`src/rtl/alu_arbiter_pkg.sv`:
```
// Shared ALU op encodings and NZCV flag bit positions.
// Imported by the ALU datapath and the two-requester arbiter.
package alu_arbiter_pkg;

  typedef enum logic [1:0] {
    OP_ADD = 2'b00,
    OP_SUB = 2'b01,
    OP_AND = 2'b10,
    OP_OR  = 2'b11
  } alu_op_e;

  localparam int FLAG_N = 3;
  localparam int FLAG_Z = 2;
  localparam int FLAG_C = 1;
  localparam int FLAG_V = 0;

endpackage

```
`src/rtl/alu_arbiter_alu.sv`:
```
// Combinational 32-bit ALU: ADD/SUB/AND/OR with NZCV.
// Ports: a, b, op in; result, flags {N,Z,C,V} out.
module alu_arbiter_alu
  import alu_arbiter_pkg::*;
(
  input  logic [31:0] a,
  input  logic [31:0] b,
  input  alu_op_e     op,
  output logic [31:0] result,
  output logic [3:0]  flags
);

  logic [31:0] bb;
  logic [32:0] sum;
  logic        sub;

  // SUB reuses the adder as a + ~b + 1
  assign sub = (op == OP_SUB);
  assign bb  = sub ? ~b : b;
  assign sum = {1'b0, a} + {1'b0, bb} + {32'd0, sub};

  always_comb begin
    result = '0;
    flags  = '0;
    unique case (op)
      OP_ADD, OP_SUB: begin
        result        = sum[31:0];
        flags[FLAG_C] = sum[32];
        flags[FLAG_V] = (a[31] == bb[31])
                      && (sum[31] != a[31]);
      end
      OP_AND: result = a & b;
      OP_OR:  result = a | b;
      default: result = '0;
    endcase
    flags[FLAG_N] = result[31];
    flags[FLAG_Z] = (result == 32'd0);
  end

endmodule

```
`src/rtl/alu_arbiter.sv`:
```
// Two requesters time-share one ALU; one-entry response buffer.
// Ports: reqN_* handshake/operands, rsp_* output, sticky flagsN.
module alu_arbiter
  import alu_arbiter_pkg::*;
#(
  parameter int PRIO_FIXED = 0
) (
  input  logic        clk,
  input  logic        rst_n,
  input  logic        req0_valid,
  input  logic        req1_valid,
  output logic        req0_ready,
  output logic        req1_ready,
  input  logic [31:0] req0_a,
  input  logic [31:0] req0_b,
  input  logic [31:0] req1_a,
  input  logic [31:0] req1_b,
  input  logic [1:0]  req0_op,
  input  logic [1:0]  req1_op,
  input  logic        req0_setf,
  input  logic        req1_setf,
  output logic        rsp_valid,
  input  logic        rsp_ready,
  output logic        rsp_src,
  output logic [31:0] rsp_result,
  output logic [3:0]  rsp_flags,
  output logic [3:0]  flags0,
  output logic [3:0]  flags1
);

  logic        acc_en;
  logic        gnt;
  logic        last;
  logic        hs;
  logic [31:0] alu_a;
  logic [31:0] alu_b;
  alu_op_e     alu_op;
  logic [31:0] alu_res;
  logic [3:0]  alu_fl;

  assign acc_en = !rsp_valid || rsp_ready;

  // last==1 after reset so requester 0 wins first contention
  always_comb begin
    gnt = 1'b0;
    unique case (1'b1)
      req0_valid && req1_valid:
        gnt = (PRIO_FIXED != 0) ? 1'b0 : ~last;
      req1_valid && !req0_valid:
        gnt = 1'b1;
      default:
        gnt = 1'b0;
    endcase
  end

  assign req0_ready = acc_en && req0_valid && !gnt;
  assign req1_ready = acc_en && req1_valid && gnt;
  assign hs = req0_ready || req1_ready;

  assign alu_a  = gnt ? req1_a : req0_a;
  assign alu_b  = gnt ? req1_b : req0_b;
  assign alu_op = alu_op_e'(gnt ? req1_op : req0_op);

  alu_arbiter_alu u_alu (
    .a      (alu_a),
    .b      (alu_b),
    .op     (alu_op),
    .result (alu_res),
    .flags  (alu_fl)
  );

  always_ff @(posedge clk or negedge rst_n) begin
    if (!rst_n) begin
      rsp_valid  <= 1'b0;
      rsp_src    <= 1'b0;
      rsp_result <= '0;
      rsp_flags  <= '0;
      flags0     <= '0;
      flags1     <= '0;
      last       <= 1'b1;
    end else if (hs) begin
      rsp_valid  <= 1'b1;
      rsp_src    <= gnt;
      rsp_result <= alu_res;
      rsp_flags  <= alu_fl;
      last       <= gnt;
      if (req0_ready && req0_setf) flags0 <= alu_fl;
      if (req1_ready && req1_setf) flags1 <= alu_fl;
    end else if (rsp_ready) begin
      rsp_valid <= 1'b0;
    end
  end

endmodule

```
`config.mk`:
```
export PLATFORM = sky130hd
export DESIGN_NAME = alu_arbiter
export DESIGN_NICKNAME = d
export VERILOG_FILES = /design/src/rtl/alu_arbiter_pkg.sv /design/src/rtl/alu_arbiter_alu.sv /design/src/rtl/alu_arbiter.sv
export SDC_FILE = /design/constraint.sdc
export NUM_CORES = 1
export LEC_CHECK = 0
export BUFFER_PORTS_ARGS = -buffer_cell sky130_fd_sc_hd__buf_2
export CAP_MARGIN = 20
export CELL_PAD_IN_SITES_DETAIL_PLACEMENT = 0
export CELL_PAD_IN_SITES_GLOBAL_PLACEMENT = 1
export CORE_ASPECT_RATIO = 0.75
export CORE_MARGIN = 1
export CORE_UTILIZATION = 40
export CTS_CLUSTER_DIAMETER = 30
export DETAILED_ROUTE_END_ITERATION = 8
export PLACE_DENSITY_LB_ADDON = 0.12
export SLEW_MARGIN = 15
export SYNTH_ARGS = -nofsm -noshare
export SYNTH_HDL_FRONTEND = slang
export SYNTH_SLANG_ARGS = --single-unit
```
`constraint.sdc`:
```
create_clock -name clk -period 9.3 [get_ports clk]
set_clock_uncertainty 0.2 [all_clocks]
set_input_delay 1.86 -clock clk [delete_from_list [all_inputs] [get_ports clk]]
set_output_delay 1.86 -clock clk [all_outputs]
set_load 0.01 [all_outputs]
```
==> results of run 1 <==
layout by cell type, fill, tap and decap left out, types with 4 or more instances in the layout:
cell       netlist  layout
nor2_1          56      56
a31oi_1         13      13
mux2_2          16      16
a21o_1          20      20
xor2_1           8       8
nand2b_1         6       6
buf_4            1       6
o311ai_0         5       5
a21oi_1         62      62
nand4_1         16      16
dfrtp_1         45      45
a311oi_1         5       5
and3_1           5       5
maj3_1          16      16
nand2_1        168     168
buf_2           16     186
o211ai_1         9       9
ha_1            31      31
nor3_1          19      19
inv_1           13      13
xnor2_1         38      38
nand3_1         17      17
o21ai_0         64      64
o31ai_1          6       6
and2_1           5       5
o31a_1           4       4
o22ai_1          4       4
a211oi_1        11      11
o21a_1          11      11
o211a_1          4       4
clkbuf_16        0       5
mux2i_1         40      38
final timing paths:
kind / from / end / depth (start not counted)
max: req0_valid / flags0[2]$_DFFE_PN0P_ / 17
min: rsp_result[16]$_DFFE_PN0P_ / rsp_result[16]$_DFFE_PN0P_ / 2
max reg2reg: last$_DFFE_PN1P_ / flags0[2]$_DFFE_PN0P_ / 16
min reg2reg: rsp_result[16]$_DFFE_PN0P_ / rsp_result[16]$_DFFE_PN0P_ / 2
max in group asynchronous: rst_n / last$_DFFE_PN1P_ / 2
min in group asynchronous: rst_n / rsp_result[7]$_DFFE_PN0P_ / 1
power by group through the flow:
stage / Clock [mW] / Sequential, mW / Combinational [mW]
after detailed placement: 0 / 0.308 / 0.917
after floorplan: 0 / 0.336 / 0.597
after global placement: 0 / 0.305 / 0.920
after global routing: 0.210 / 0.313 / 1.03
after CTS: 0.203 / 0.304 / 0.922
final: 0.200 / 0.304 / 0.936
synthesized netlist by cell type, types with 6 or more instances:
| library cell | number |
|---|---|
| nand2_1 | 168 |
| o21ai_0 | 64 |
| a21oi_1 | 62 |
| nor2_1 | 56 |
| dfrtp_1 | 45 |
| mux2i_1 | 40 |
| xnor2_1 | 38 |
| ha_1 | 31 |
| clkbuf_1 | 30 |
| a21o_1 | 20 |
| nor3_1 | 19 |
| nand3_1 | 17 |
| buf_2 | 16 |
| maj3_1 | 16 |
| mux2_2 | 16 |
| nand4_1 | 16 |
| a31oi_1 | 13 |
| inv_1 | 13 |
| a211oi_1 | 11 |
| o21a_1 | 11 |
| o211ai_1 | 9 |
| xor2_1 | 8 |
| nand2b_1 | 6 |
| o31ai_1 | 6 |
worst max-delay path, stage by stage:
cell	delay [ps]
buf_2	150
a21boi_4	830
nand3_1	260
o21ai_4	280
buf_4	430
xnor2_1	130
ha_1	400
a21oi_1	340
o21ai_0	150
a221o_1	340
or3_2	460
a31oi_1	270
o211ai_1	130
nor4_1	420
and4_1	240
nand4_1	170
o21ai_1	180
layer usage:
metal,GRT usage (%),up-vias,wire length (um)
met5,0,-,0
met2,34.95,222,7411
met1,43.44,3009,11020
li1,-,3314,-
met4,2.964,0,82
met3,1.550,7,1272
cell type report:
type | instances | area, um2 | area share [%]
Sequential cell | 46 | 1152 | 15.86
Clock inverter | 3 | 43.79 | 0.6027
Clock buffer | 5 | 125.1 | 1.722
Timing Repair Buffer | 194 | 1016 | 13.98
Inverter | 13 | 48.80 | 0.6716
Multi-Input combinational cell | 713 | 4629 | 63.72
Tap cell | 200 | 250.2 | 3.444
state kept, by name, summed over array words and instances (netlist names):
register    count
rsp_src         1
rsp_valid       1
last            1
flags1          4
flags0          4
rsp_result     32
rsp_flags       3
per-stage QoR:
step | instance area, um2 | total power, mW | hold WS, ps | setup WS [ps] | cells
4_1_cts | 7246 | 1.430 | 278.3 | 2263 | 1173
3_5_place_dp | 7077 | 1.225 | 264.7 | 1981 | 1165
5_1_grt | 7266 | 1.557 | 290.0 | 1910 | 1174
6_report | 7266 | 1.440 | 271.1 | 2217 | 1174
2_1_floorplan | 6020 | 0.9331 | 315.0 | 2672 | 824
3_3_place_gp | 7077 | 1.225 | 254.5 | 2189 | 1165
kinds of logic after synthesis:
kind of cell | after synthesis
AO/OA/AOI/OAI | 251
XOR/XNOR | 46
adder cells (fa/ha/maj) | 48
buffers and inverters | 65
flip-flops | 46
multiplexers | 56
AND/OR/NAND/NOR | 312
==> summary.md, run 1 <==
| Metric | Value |
|---|---|
| Status | finished clean |
| Maximum clock rate | 141.2 MHz |
| Final wirelength | 19,790 um |
| Post-Synthesis Cells | 824 |
| RSZ-0062 raised after global routing | false |
| Element type at the critical path end | flip-flop |
| Dpl hpwl | 15,790 um |
| Combinational Power Share | 65.0% |
| Fin crit share | 76.16% |
| Initial Util | 41.24% |
| CP Data Arrival Time | 7090 ps |
| Final #Nets | 1,144 |
| Drt via density | 5.581 |
| Syn nets | 995 |
| Synth Area in XOR/XNOR | 6.693% |
| Ys async rst share | 100.0% |
| TritonCTS Buffers | 5 |
| Area Overhead vs Synth | 20.70% |
| Slew Viols, Final | 0 |
| Yosys Warn Count | 0 |
| P_sw | 679.0 uW |
| Power share of the clock group | 13.9% |
| # fillers | 1,520 |
| Vias in the first global route | 5,676 |
| Mapped Avg Cell Area | 7.305 um2 |
| CTS sink cnt | 46 |
| # resized after CTS | 0 |
| Clock slew at reported path FFs | 60 ps |
| Root Driver | clkbuf_16 |
| Vias | 6,552 |
| Iteration-0 DRC Markers | 573 |
| Postcts setup bufs | 0 |
| First-pass GRT wire length | 31,350 um |
| GPL Wtd Cong | 0.8810 |
| # setup viols final | 0 |
| Die height | 108.2 um |
| Multiplexer share of the synthesized area | 9.645% |
| Sw Share | 47.17% |
| I/O pin count | 187 |
| EDFF count, synth | 0 |
| Worst-Skew Late Latency | 280 ps |
| Gr usage total | 25.68% |
| Die ar. | 15,550 um2 |
| Final hold vios | 0 |
| Synth Area in Compound Gates | 27.58% |
| Worst Hold Class | flip-flop to flip-flop |
| Chip width | 143.7 um |
| Pwr dens | 198.1 nW/um2 |
| Drt pass-1 iters | 5 |
| Post-synth top flop | dfrtp_1 |
| Setup tns final | 0 ps |
| Antenna cell count | 0 |
| #FFs+latches synth | 46 |
| Simple-gate area share of the yosys netlist | 22.93% |
| Setup slack, reg-to-reg | 3580 ps |
| Top cells by area, synth | dfrtp_1, nand2_1, mux2i_1, ha_1, xnor2_1 |
| CTS Hold Bufs | 0 |
| Layout cell share with drive strength beyond 1 | 24.44% |
| CTS Buffer Depth | 2 |
| Slew headroom | 29.88% |
| Sequential power share | 21.1% |
| Share of the synthesized area in the top cell type | 18.71% |
| Routed WL per cell | 16.86 um |
| Core ar. | 14,600 um2 |
| Main combinational cell family by area after synthesis | compound AO/OA/AOI/OAI gates |
| Internal | 760.5 uW |
| Critical path required time | 9310 ps |
| Core Rows | 38 |
| Critical Path Source Type | input pin |
| TritonCTS clock tree | done |
| Post-layout util | 49.78% |
| Max-Cap Viols | 0 |
| Setup CP Type | input pin to flip-flop |
| Largest net degree at the start of global routing | 72 |
| Worst-path maximum fanout | 28 |
| Antenna Nets Post-Route | 0 |
| Pleak | 3.354 nW |
| Adder-Cell Fraction of Synth Area | 9.437% |
| Port Buffers | 186 |
| H-tree levels | 2 |
| Worst VDD drop | 0.08704 mV |
| Slew @ Worst Pin | 1049 ps |
| Initial antenna violation count | 0 |
| Area leader, netlist | dfrtp_1 |
| Post-route DRC | 0 |
| Tmin final | 7083 ps |
| Total gr overflow | 0 |
| Synth cell types | 74 |
| Post-synthesis cell area | 6020 um2 |
| Sequential area share after synthesis | 19.14% |
Note: power is estimated with default switching activity, not from simulation.
==> run 2: changes to the inputs <==
--- a/config.mk
+++ b/config.mk
@@ -11,7 +11,7 @@
 export CELL_PAD_IN_SITES_GLOBAL_PLACEMENT = 1
 export CORE_ASPECT_RATIO = 0.75
 export CORE_MARGIN = 1
-export CORE_UTILIZATION = 40
+export CORE_UTILIZATION = 34
 export CTS_CLUSTER_DIAMETER = 30
 export DETAILED_ROUTE_END_ITERATION = 8
 export PLACE_DENSITY_LB_ADDON = 0.12
==> constraint.sdc (replaced) <==
create_clock -name clk -period 6.45 [get_ports clk]
set_clock_uncertainty 0.2 [all_clocks]
set_input_delay 1.29 -clock clk [delete_from_list [all_inputs] [get_ports clk]]
set_output_delay 1.29 -clock clk [all_outputs]
set_load 0.01 [all_outputs]
==> run 2 against run 1 <==
Against the previous run:
- cell count rose by 4.5%
- highest routed layer unchanged
- first-iteration DRC count fell by 2.1%
- largest power group unchanged
- combinational power rose by 50%
==> summary.md, run 2 (synthesized netlist as in run 1, its figures left out) <==
| Metric | Value |
|---|---|
| Status | finished clean |
| RSZ-0062 raised after global routing | false |
| Max-Cap Viols | 0 |
| Die height | 117.2 um |
| CP Data Arrival Time | 5710 ps |
| CTS sink cnt | 46 |
| Wl on met1 | 11,750 um |
| Die ar. | 18,250 um2 |
| Antenna cell count | 0 |
| Maximum clock rate | 175.7 MHz |
| Final hold vios | 0 |
| # resized after CTS | 0 |
| Most common cell after layout, fill and taps aside | buf_2 |
| Worst VDD drop | 0.1366 mV |
| Postcts setup bufs | 0 |
| Top layer in use | met4 |
| Drt pass-1 iters | 6 |
| Multi-input gate area | 4629 um2 |
| Setup CP Type | input pin to flip-flop |
| First-pass GRT wire length | 32,910 um |
| TritonCTS Buffers | 5 |
| GPL Wtd Cong | 0.9039 |
| Root Driver | clkbuf_16 |
| Largest net degree at the start of global routing | 62 |
| Critical Path Source Type | input pin |
| CTS Hold Bufs | 0 |
| Area Overhead vs Synth | 23.32% |
| Final wirelength | 21,140 um |
| Placed cells | 1,218 |
| Slew headroom | 39.51% |
| # fillers | 1,824 |
| Biggest register | rsp_result |
| Design Area, Final | 7423 um2 |
| Pleak | 3.424 nW |
| Core ar. | 17,080 um2 |
| Routed wl met3 | 1246 um |
| Gr usage total | 23.13% |
| Total gr overflow | 0 |
| Antenna Nets Post-Route | 0 |
| Worst-Skew Late Latency | 280 ps |
| Clock slew at reported path FFs | 60 ps |
| Port Buffers | 186 |
| Largest registers | rsp_result: 32 flops, flags0: 4 flops, flags1: 4 flops |
| Slew Viols, Final | 0 |
| Fin crit share | 88.26% |
| Dpl hpwl | 17,100 um |
| Vias | 6,686 |
| Slew @ Worst Pin | 905.2 ps |
| Initial Util | 35.24% |
| Most frequent cells in the layout | buf_2, nand2_1, o21ai_0 |
| Critical path required time | 6460 ps |
| Routed WL per cell | 17.23 um |
| CTS Buffer Depth | 2 |
| Setup tns final | 0 ps |
| Tmin final | 5693 ps |
| Worst Hold Class | flip-flop to flip-flop |
| I/O pin count | 187 |
| Layout cell share with drive strength beyond 1 | 25.73% |
| Vias in the first global route | 5,915 |
| Final std cells w/o fill | 1,227 |
| Initial antenna violation count | 0 |
| H-tree levels | 2 |
| Placed cell areas | 7249 um2 |
| Max reg flops | 32 |
| Pwr dens | 281.9 nW/um2 |
| Routed wl met2 | 7972 um |
| Post-route DRC | 0 |
| Chip width | 155.6 um |
| Element type at the critical path end | flip-flop |
| Worst-path maximum fanout | 17 |
| Flip-flop and latch area | 1152 um2 |
| Final #Nets | 1,161 |
| Core Rows | 41 |
| # setup viols final | 0 |
| Drt via density | 5.449 |
| TritonCTS clock tree | done |
| Iteration-0 DRC Markers | 561 |
## run 2: critical path, cell delays in order
cell	delay, ps
buf_2	130
a21boi_4	400
nand3_1	180
o21ai_4	310
xnor2_1	260
fa_1	510
nand3_1	150
a21oi_1	80
and3b_1	380
a21oi_1	160
o21ai_0	530
o21ai_0	300
a211o_1	330
nor3_1	270
nand4_1	210
o21ai_1	180
## run 2: worst paths after layout
kind / from / end / slack [ps] / depth (start not counted)
max in group asynchronous: rst_n / rsp_result[29]$_DFFE_PN0P_ / 4740 / 2
min: rsp_result[28]$_DFFE_PN0P_ / rsp_result[28]$_DFFE_PN0P_ / 270 / 2
max: req1_valid / flags0[2]$_DFFE_PN0P_ / 760 / 16
min reg2reg: rsp_result[28]$_DFFE_PN0P_ / rsp_result[28]$_DFFE_PN0P_ / 270 / 2
min in group asynchronous: rst_n / rsp_result[4]$_DFFE_PN0P_ / 800 / 1
max reg2reg: last$_DFFE_PN1P_ / flags0[2]$_DFFE_PN0P_ / 1460 / 14
## run 2: per-layer routing
metal	global-route usage [%]	up-vias
li1	-	3335
met2	32.17	219
met5	0	-
met3	2.651	13
met1	37.58	3119
met4	3.529	0
## run 2: final cells by class
class / count / area share (%)
repair buffers: 211 / 15.51
clock inverters: 3 / 0.2865
clock buffers: 5 / 1.685
multi-input cells: 713 / 62.36
well taps: 236 / 3.978
inverters: 13 / 0.6573
flip-flops and latches: 46 / 15.52
## run 2: where the power goes
part / internal (mW) / switching [mW]
logic: 0.554 / 0.844
registers: 0.386 / 0.0539
clock network: 0.144 / 0.111
## run 2: stage by stage
step / total power [mW] / hold WS, ps / worst slack [ps] / utilization, %
2_1_floorplan: 1.345 / 315.0 / 392.1 / -
3_3_place_gp: 1.817 / 256.7 / 590.1 / 42.44
3_5_place_dp: 1.817 / 262.8 / 528.2 / 42.44
4_1_cts: 2.079 / 277.6 / 814.4 / 43.29
5_1_grt: 2.261 / 291.8 / 432.2 / 43.46
6_report: 2.093 / 273.4 / 757.3 / 43.46
